## src/rtl/uart_receiver.sv

```systemverilog
// 8N1 UART receiver: 2-flop input synchronizer, mid-bit sampling down-counter FSM,
// single-entry output register with valid/ready handshake, frame-error pulse and sticky overrun.
module uart_receiver #(
  parameter int CLKS_PER_BIT = 10417
) (
  input  logic       clk,
  input  logic       rst,
  input  logic       rxd,
  output logic [7:0] data,
  output logic       valid,
  input  logic       ready,
  output logic       frame_err,
  output logic       overrun,
  output logic       busy
);

  // state     | meaning
  // IDLE      | line idle, waiting for rxs=0
  // START     | counting to the middle of the start bit
  // DATA      | sampling data bits 0..7, one per bit time
  // STOP      | counting to the middle of the stop bit
  // WAIT_HIGH | framing error seen, waiting for the break to end
  typedef enum logic [2:0] {IDLE, START, DATA, STOP, WAIT_HIGH} state_t;

  localparam int CW = (CLKS_PER_BIT > 2) ? $clog2(CLKS_PER_BIT) : 1;
  localparam logic [CW-1:0] HALF_M1 = CW'(CLKS_PER_BIT / 2 - 1);
  localparam logic [CW-1:0] BIT_M1  = CW'(CLKS_PER_BIT - 1);

  state_t        state_q, state_d;
  logic [CW-1:0] cnt_q, cnt_d;
  logic [2:0]    bit_idx_q, bit_idx_d;
  logic [7:0]    shift_q, shift_d;
  logic [7:0]    data_q, data_d;
  logic          valid_q, valid_d;
  logic          frame_err_q, frame_err_d;
  logic          overrun_q, overrun_d;
  logic          rx_meta_q, rxs_q;
  logic          complete;

  always_ff @(posedge clk or posedge rst) begin
    if (rst) begin
      rx_meta_q   <= 1'b1;
      rxs_q       <= 1'b1;
      state_q     <= IDLE;
      cnt_q       <= '0;
      bit_idx_q   <= '0;
      shift_q     <= '0;
      data_q      <= '0;
      valid_q     <= 1'b0;
      frame_err_q <= 1'b0;
      overrun_q   <= 1'b0;
    end else begin
      rx_meta_q   <= rxd;
      rxs_q       <= rx_meta_q;
      state_q     <= state_d;
      cnt_q       <= cnt_d;
      bit_idx_q   <= bit_idx_d;
      shift_q     <= shift_d;
      data_q      <= data_d;
      valid_q     <= valid_d;
      frame_err_q <= frame_err_d;
      overrun_q   <= overrun_d;
    end
  end

  always_comb begin
    state_d     = state_q;
    cnt_d       = cnt_q;
    bit_idx_d   = bit_idx_q;
    shift_d     = shift_q;
    frame_err_d = 1'b0;
    complete    = 1'b0;
    case (state_q)
      IDLE: begin
        if (!rxs_q) begin
          state_d = START;
          cnt_d   = HALF_M1;
        end
      end
      START: begin
        if (cnt_q == '0) begin
          if (rxs_q) begin
            state_d = IDLE;
          end else begin
            state_d   = DATA;
            bit_idx_d = 3'd0;
            cnt_d     = BIT_M1;
          end
        end else begin
          cnt_d = cnt_q - CW'(1);
        end
      end
      DATA: begin
        if (cnt_q == '0) begin
          shift_d[bit_idx_q] = rxs_q;
          cnt_d              = BIT_M1;
          if (bit_idx_q == 3'd7) state_d = STOP;
          else bit_idx_d = bit_idx_q + 3'd1;
        end else begin
          cnt_d = cnt_q - CW'(1);
        end
      end
      STOP: begin
        if (cnt_q == '0) begin
          if (rxs_q) begin
            state_d  = IDLE;
            complete = 1'b1;
          end else begin
            state_d     = WAIT_HIGH;
            frame_err_d = 1'b1;
          end
        end else begin
          cnt_d = cnt_q - CW'(1);
        end
      end
      WAIT_HIGH: begin
        if (rxs_q) state_d = IDLE;
      end
      default: state_d = IDLE;
    endcase
  end

  // A completed byte only overwrites the holding register if it is free or being read this cycle.
  always_comb begin
    data_d    = data_q;
    valid_d   = valid_q;
    overrun_d = overrun_q;
    if (complete) begin
      if (!valid_q || ready) begin
        data_d  = shift_q;
        valid_d = 1'b1;
      end else begin
        overrun_d = 1'b1;
      end
    end else if (valid_q && ready) begin
      valid_d   = 1'b0;
      overrun_d = 1'b0;
    end
  end

  assign data      = data_q;
  assign valid     = valid_q;
  assign frame_err = frame_err_q;
  assign overrun   = overrun_q;
  assign busy      = (state_q != IDLE);

endmodule

```

## config.mk

```make
export PLATFORM = sky130hd
export DESIGN_NAME = uart_receiver
export DESIGN_NICKNAME = d
export VERILOG_FILES = /design/src/rtl/uart_receiver.sv
export SDC_FILE = /design/constraint.sdc
export NUM_CORES = 1
export LEC_CHECK = 0
export BUFFER_PORTS_ARGS = -buffer_cell sky130_fd_sc_hd__buf_2
export CAP_MARGIN = 25
export CORE_MARGIN = 3
export CORE_UTILIZATION = 45
export CTS_CLUSTER_DIAMETER = 60
export DETAILED_ROUTE_END_ITERATION = 16
export GPL_TIMING_DRIVEN = 0
export PLACE_DENSITY = 0.71
export SETUP_SLACK_MARGIN = 0.5
export SLEW_MARGIN = 10
export SYNTH_ARGS = -nofsm -noshare
export SYNTH_HDL_FRONTEND = slang
export SYNTH_SLANG_ARGS = --single-unit
```

## constraint.sdc

```tcl
create_clock -name clk -period 2.45 [get_ports clk]
set_input_delay 0 -clock clk [delete_from_list [all_inputs] [get_ports clk]]
set_output_delay 0 -clock clk [all_outputs]
set_load 0.05 [all_outputs]
```

==> flow_summary_export.csv, run 1 <==
group,metric,value,unit
critical_path,start_kind,"register",
global_route,top_usage_layer,"met2",
routing,drtIter0Drc,214,
critical_path,arrival,2.45,ns
sta,grt_setup_unrepaired,"true",
routing,vias,2023,
global_route,grt_max_degree,29,
global_route,grt_pass1_vias,1882,
outcome,status,"finished clean",
yosys,synth_nets,227,
place,place_congestion,0.889,
yosys,synth_top_area_share,45.5,%
sta,holdWs,0.197,ns
cts,cts_buffer_depth,2,
global_route,grtUsageMet3,4.14,%
global_route,grt_overflow,0,
yosys,ys_seq_area_share,47.9,%
cts,cts_root_buf,"clkbuf_8",
yosys,synthCells,219,
yosys,synth_edf_count,0,
sta,finalMaxSlewViolations,0,
finish,insertedDiodeCount,0,
cts,path_clk_slew,0.08,ns
finish,drive_gt1_share,50.0,%
critical_path,cp-end-kind,"register",
pwr,p_per_area,397,nW/um2
critical_path,cp_max_fo,4,
floorplanning,io_pins,16,
yosys,syn_avg_cell_area,9.80,um2
pwr,total_leakage_power,1.44,nW
min_path,min_path_type,"primary input to async pin",
yosys,ys_warn_count,0,
place,hpwlAfterDp,3170,um
global_route,grtUsageMet1,29.6,%
routing,post_drt_wl_per_cell,17.4,um
sta,maxClockFrequency,0.440,GHz
routing,via_per_inst,5.99,
yosys,syn_area,2150,um2
yosys,yosysTopAreaCell,"dfrtp_1",
floorplanning,rows,24,
critical_path,required,2.63,ns
routing,drc,0,
yosys,synth-seq-cells,41,
cts,cts_tree,"yes",
global_route,antenna_found_initial,0,
cts,cts.sink_count,41,
finish,fillCellCount,287,
cts,cts_made_buffers,5,
critical_path,crit_chain,"inv_2, ha_4, or3b_4, nor4_4, nand3b_1, nor3b_2, mux2_4",
sta,setup_viol,0,
sta,max_slew_margin,58.0,%
yosys,synth_most_common_cell,"dfrtp_1",
finish,multiInputGateArea,1360,um2
yosys,synth_area_leaders,"dfrtp_1 (45%), mux2_2 (8.4%), nand2_1 (3.3%)",
global_route,grt.total_usage,20.9,%
sta,hold_viol,0,
critical_path,slowest_stage,"dfrtp_1",
yosys,async_flop_share,100,%
pwr,ir_worst_vdd,0.283,mV
floorplanning,core,4470,um2
sta,worstMarginPinSlew,0.631,ns
finish,syn_to_final_growth,46.3,%
routing,routed_wl,5890,um
finish,ff_latch_area,1030,um2
routing,drt_pass1_iterations,5,
critical_path,critPathKind,"register to register",
sta,period_needed,2.27,ns
critical_path,cpPeakStageDelay,0.41,ns
floorplanning,fp.dieW,75.1,um
global_route,grt_pass1_wl,9000,um
yosys,synth-main-ff-cell,"dfrtp_1",
cts,htree_levels,2,
pwr,p_total,1.25,mW
sta,clock_skew,0.00942,ns
sta,post-route-period-util,92.7,%
floorplanning,start_util,48.0,%
floorplanning,die_area,5630,um2
yosys,synth_cell_type_count,45,
yosys,synth_commonest_cells,"dfrtp_1 (39), nand2_1 (19), mux2_2 (16)",
global_route,gr-usage-met2,32.4,%
finish,final_nets,293,
floorplanning,die_y,75.1,um
run,maxCapViolCount,0,
place,io_buffers,15,
routing,drtAntennaViolNets,0,
cts,clk_latency,0.30,ns
[metrics by stage]
| step | setup WS (ns) | instance area (um2) | TNS, ns | cells | utilization [%] |
|---|---|---|---|---|---|
| global route | 0.105 | 3140 | 0 | 338 | 70.2 |
| finish | 0.178 | 3140 | 0 | 338 | 70.2 |
| detailed placement | -0.231 | 2330 | -2.29 | 287 | 52.2 |
| floorplan | 0.152 | 2170 | 0 | 219 | - |
| global placement | -0.224 | 2310 | -2.20 | 286 | 51.7 |
| CTS | 0.106 | 2880 | 0 | 325 | 64.4 |
[final timing paths]
path | from | end | slack, ns | depth (start not counted)
setup / recovery | cnt_q[1] | shift_q[4] | 0.18 | 7
hold / removal | rst | valid | 0.20 | 3
setup reg to reg | cnt_q[1] | shift_q[4] | 0.18 | 7
hold reg to reg | rx_meta_q | rxs_q | 0.36 | 0
max in group asynchronous | rst | rx_meta_q | 1.73 | 4
min in group clk | rxd | rx_meta_q | 0.34 | 2
[power breakdown]
group	leakage (nW)	internal, mW	switching (mW)
sequential	0.520	0.679	0.00155
combinational	0.864	0.0101	0.0197
clock	0.0552	0.302	0.234
[flip-flops by register name, summed over array words and instances, names as in the netlist]
name       count
cnt_q         14
data           8
shift_q        8
bit_idx_q      3
state_q        3
frame_err      1
overrun        1
rx_meta_q      1
rxs_q          1
valid          1
[critical path, delay by kind of cell, from the launching register on]
| family | cells | cell delay (ns) |
|---|---|---|
| multiplexers | 1 | 0.32 |
| flip-flops | 1 | 0.41 |
| adder cells (fa/ha/maj) | 1 | 0.13 |
| buffers and inverters | 1 | 0.09 |
| AND/OR/NAND/NOR | 4 | 1.21 |
[layout by cell type (no fill, tap or decap), drive strengths merged, types with 2 or more instances in the layout]
master,count
a31oi,7
o2bb2ai,2
clkbuf,11
ha,4
inv,7
a21boi,2
dfstp,2
nand2,19
or4,2
nor2b,2
a21oi,10
nor3,14
a21o,2
and3,2
a2bb2oi,2
o21a,3
nor3b,5
dfrtp,39
or3,4
buf,62
nor4,5
nor2,14
nand3b,4
nand4,4
mux2,16
nand3,10
o21ai,14
dlygate4sd3,3
[cell type report]
type                    count  share of cell area, %
well taps                  52                   2.07
repair buffers             59                   15.1
clock inverters             2                   1.12
flip-flops and latches     41                   32.9
plain buffers              11                   2.43
multi-input cells         160                   43.2
inverters                   7                  0.837
clock buffers               6                   2.31
[cell families (layout without fill, tap and decap cells)]
group	after synthesis	count (layout)	share of synthesized area [%]
AO/OA/AOI/OAI	49	49	14.6
flip-flops	41	41	47.9
adder cells (fa/ha/maj)	4	4	2.33
XOR/XNOR	1	1	0.408
buffers and inverters	18	85	3.44
AND/OR/NAND/NOR	90	90	22.9
multiplexers	16	16	8.40
[timing repair]
action	in CTS	in global routing
cloned	1	0
endpoints found under the setup margin	37	39
buffers inserted	26	13
resized for setup	59	41
hold buffers	3	0
pin swaps	17	13
endpoints found under the hold margin	41	0
[per-layer routing]
metal	vias up	part of all wire, %	wire, um
li1	932	-	-
met5	-	0	0
met4	0	2.2	130
met1	990	45	2640
met2	84	47	2790
met3	17	5.6	327
(Power assumes the default switching activity.)
==> run 2, diff against run 1 <==
--- a/config.mk
+++ b/config.mk
@@ -12,7 +12,7 @@
 export CTS_CLUSTER_DIAMETER = 60
 export DETAILED_ROUTE_END_ITERATION = 16
 export GPL_TIMING_DRIVEN = 0
-export PLACE_DENSITY = 0.71
+export PLACE_DENSITY = 0.69
 export SETUP_SLACK_MARGIN = 0.5
 export SLEW_MARGIN = 10
 export SYNTH_ARGS = -nofsm -noshare
==> constraint.sdc (replaced) <==
create_clock -name clk -period 2.11 [get_ports clk]
set_input_delay 0 -clock clk [delete_from_list [all_inputs] [get_ports clk]]
set_output_delay 0 -clock clk [all_outputs]
set_load 0.02 [all_outputs]
==> flow_summary_export.csv, run 2 (same netlist as run 1, synthesis figures left out) <==
group,metric,value,unit
floorplanning,rows,24,
floorplanning,start_util,48.0,%
critical_path,crit_chain,"inv_2, ha_4, or3b_4, nor4_4, nand3b_1, nor3_2, mux2_4",
global_route,antenna_found_initial,0,
pwr,p_total,1.48,mW
pwr,p_int,1.15,mW
critical_path,r2r_cells,7,
critical_path,arrival,2.62,ns
critical_path,cpPeakStageDelay,0.41,ns
global_route,grt_pass1_wl,9140,um
sta,setup_slack,-0.329,ns
critical_path,critPathKind,"register to register",
pwr,clkPwrFrac,44.1,%
global_route,grt_overflow,0,
floorplanning,core,4470,um2
min_path,min_path_type,"primary input to async pin",
finish,final_nets,287,
finish,final_common_cell,"dfrtp_1",
sta,hold_viol,0,
floorplanning,die_area,5630,um2
pwr,total_leakage_power,1.41,nW
floorplanning,die_y,75.1,um
pwr,combPwrFrac,2.5,%
critical_path,start_kind,"register",
cts,cts_made_buffers,5,
outcome,violations,"negative setup slack",
cts,cts_tree,"yes",
sta,setup_viol,36,
finish,fillCellCount,297,
routing,vias,2075,
routing,drtAntennaViolNets,0,
run,maxCapViolCount,0,
finish,syn_to_final_growth,44.6,%
sta,post-route-period-util,116,%
cts,clk_latency,0.30,ns
finish,final_cell_mix,"dfrtp_1 (35), buf_2 (19), buf_4 (19), nand2_1 (16), buf_6 (15)",
routing,post_drt_wl_per_cell,17.9,um
critical_path,crit_family,"simple AND/OR/NAND/NOR gates",
pwr,switching_share,21.9,%
critical_path,crit_cells,7,
place,io_buffers,15,
critical_path,required,2.29,ns
sta,period_needed,2.44,ns
floorplanning,io_pins,16,
outcome,status,"finished with violations",
cts,path_clk_slew,0.09,ns
cts,cts.sink_count,41,
critical_path,cp_max_fo,4,
sta,fin_setup_tns,-5.60,ns
sta,maxClockFrequency,0.410,GHz
finish,drive_gt1_share,47.9,%
routing,via_per_inst,6.25,
global_route,grt.total_usage,21.6,%
global_route,grt_max_degree,29,
finish,insertedDiodeCount,0,
critical_path,slowest_stage,"or3b_4",
critical_path,path_buf_inv,1,
finish,regMostFlops,"cnt_q",
global_route,grt_pass1_vias,1843,
place,hpwlAfterDp,3230,um
place,place_congestion,0.923,
critical_path,cp-end-kind,"register",
sta,finalMaxSlewViolations,0,
pwr,power.share.sequential,53.5,%
floorplanning,fp.dieW,75.1,um
sta,worstMarginPinSlew,0.526,ns
routing,drtIter0Drc,194,
pwr,ir_worst_vdd,0.362,mV
cts,cts_root_buf,"clkbuf_8",
finish,largest_reg_flops,14,
routing,drc,0,
pwr,p_per_area,476,nW/um2
sta,clock_skew,0.00782,ns
routing,drt_pass1_iterations,5,
sta,grt_setup_unrepaired,"true",
sta,max_slew_margin,65.0,%
pwr,p_sw,0.323,mW
cts,cts_buffer_depth,2,
routing,routed_wl,5960,um
cts,htree_levels,2,
run 2: cell types whose count changed in the layout (fill, tap and decap cells not counted), sizes merged:
cell,delta
clkinvlp,+1
clkbuf,-2
buf,-5
run 2: per-stage QoR:
stage | util, % | area, um2 | std cells | hold slack [ns] | worst slack (ns)
floorplan | - | 2170 | 219 | 0.00448 | -0.188
global placement | 51.7 | 2310 | 286 | 0.105 | -0.531
detailed placement | 52.2 | 2330 | 287 | -0.0104 | -0.487
CTS | 64.8 | 2900 | 321 | 0.219 | -0.225
global route | 69.4 | 3100 | 332 | 0.243 | -0.408
finish | 69.4 | 3100 | 332 | 0.209 | -0.329
run 2: repair_timing:
item	in CTS	in global routing
endpoints found under the setup margin	39	40
hold endpoints to repair	41	0
resized for setup	64	36
hold buffers	3	0
cloned	1	0
pin swaps	18	18
buffers inserted	22	11
run 2: area by class of cell:
| cell class | count | area (um2) | area share, % |
|---|---|---|---|
| multi-input combinational | 160 | 1340 | 43.1 |
| clock buffer | 5 | 68.8 | 2.22 |
| inverter | 7 | 26.3 | 0.847 |
| buffer | 11 | 73.8 | 2.38 |
| timing repair buffer | 53 | 453 | 14.6 |
| clock inverter | 3 | 46.3 | 1.49 |
| tap | 52 | 65.1 | 2.10 |
| sequential | 41 | 1030 | 33.3 |
run 2: routing by layer:
layer / up-vias / global-route usage, % / wire, um
met1: 983 / 30.5 / 2580
met3: 32 / 6.14 / 476
met4: 0 / 8.30 / 206
met2: 129 / 31.1 / 2700
met5: - / 0 / 0
li1: 931 / - / -
run 2: power groups by stage:
stage	Sequential, mW	Combinational (mW)	Clock, mW
floorplan	0.805	0.0168	0
global placement	0.805	0.0259	0
detailed placement	0.805	0.0310	0
CTS	0.790	0.0366	0.658
global route	0.791	0.0411	0.700
finish	0.790	0.0363	0.652
run 2: worst paths after layout:
path	end	slack, ns	startpoint
min reg2reg	rxs_q	0.36	rx_meta_q
max reg2reg	shift_q[0]	-0.33	cnt_q[0]
min in group clk	rx_meta_q	0.35	rxd
min	cnt_q[8]	0.21	rst
max	shift_q[0]	-0.33	cnt_q[0]
max in group asynchronous	rx_meta_q	1.36	rst
run 2: worst reg2reg max path: stages, from the launching register on:
cell      delay (ns)
dfrtp_1         0.40
inv_2           0.10
ha_4            0.15
or3b_4          0.41
nor4_4          0.40
nand3b_1        0.27
nor3_2          0.28
mux2_4          0.32
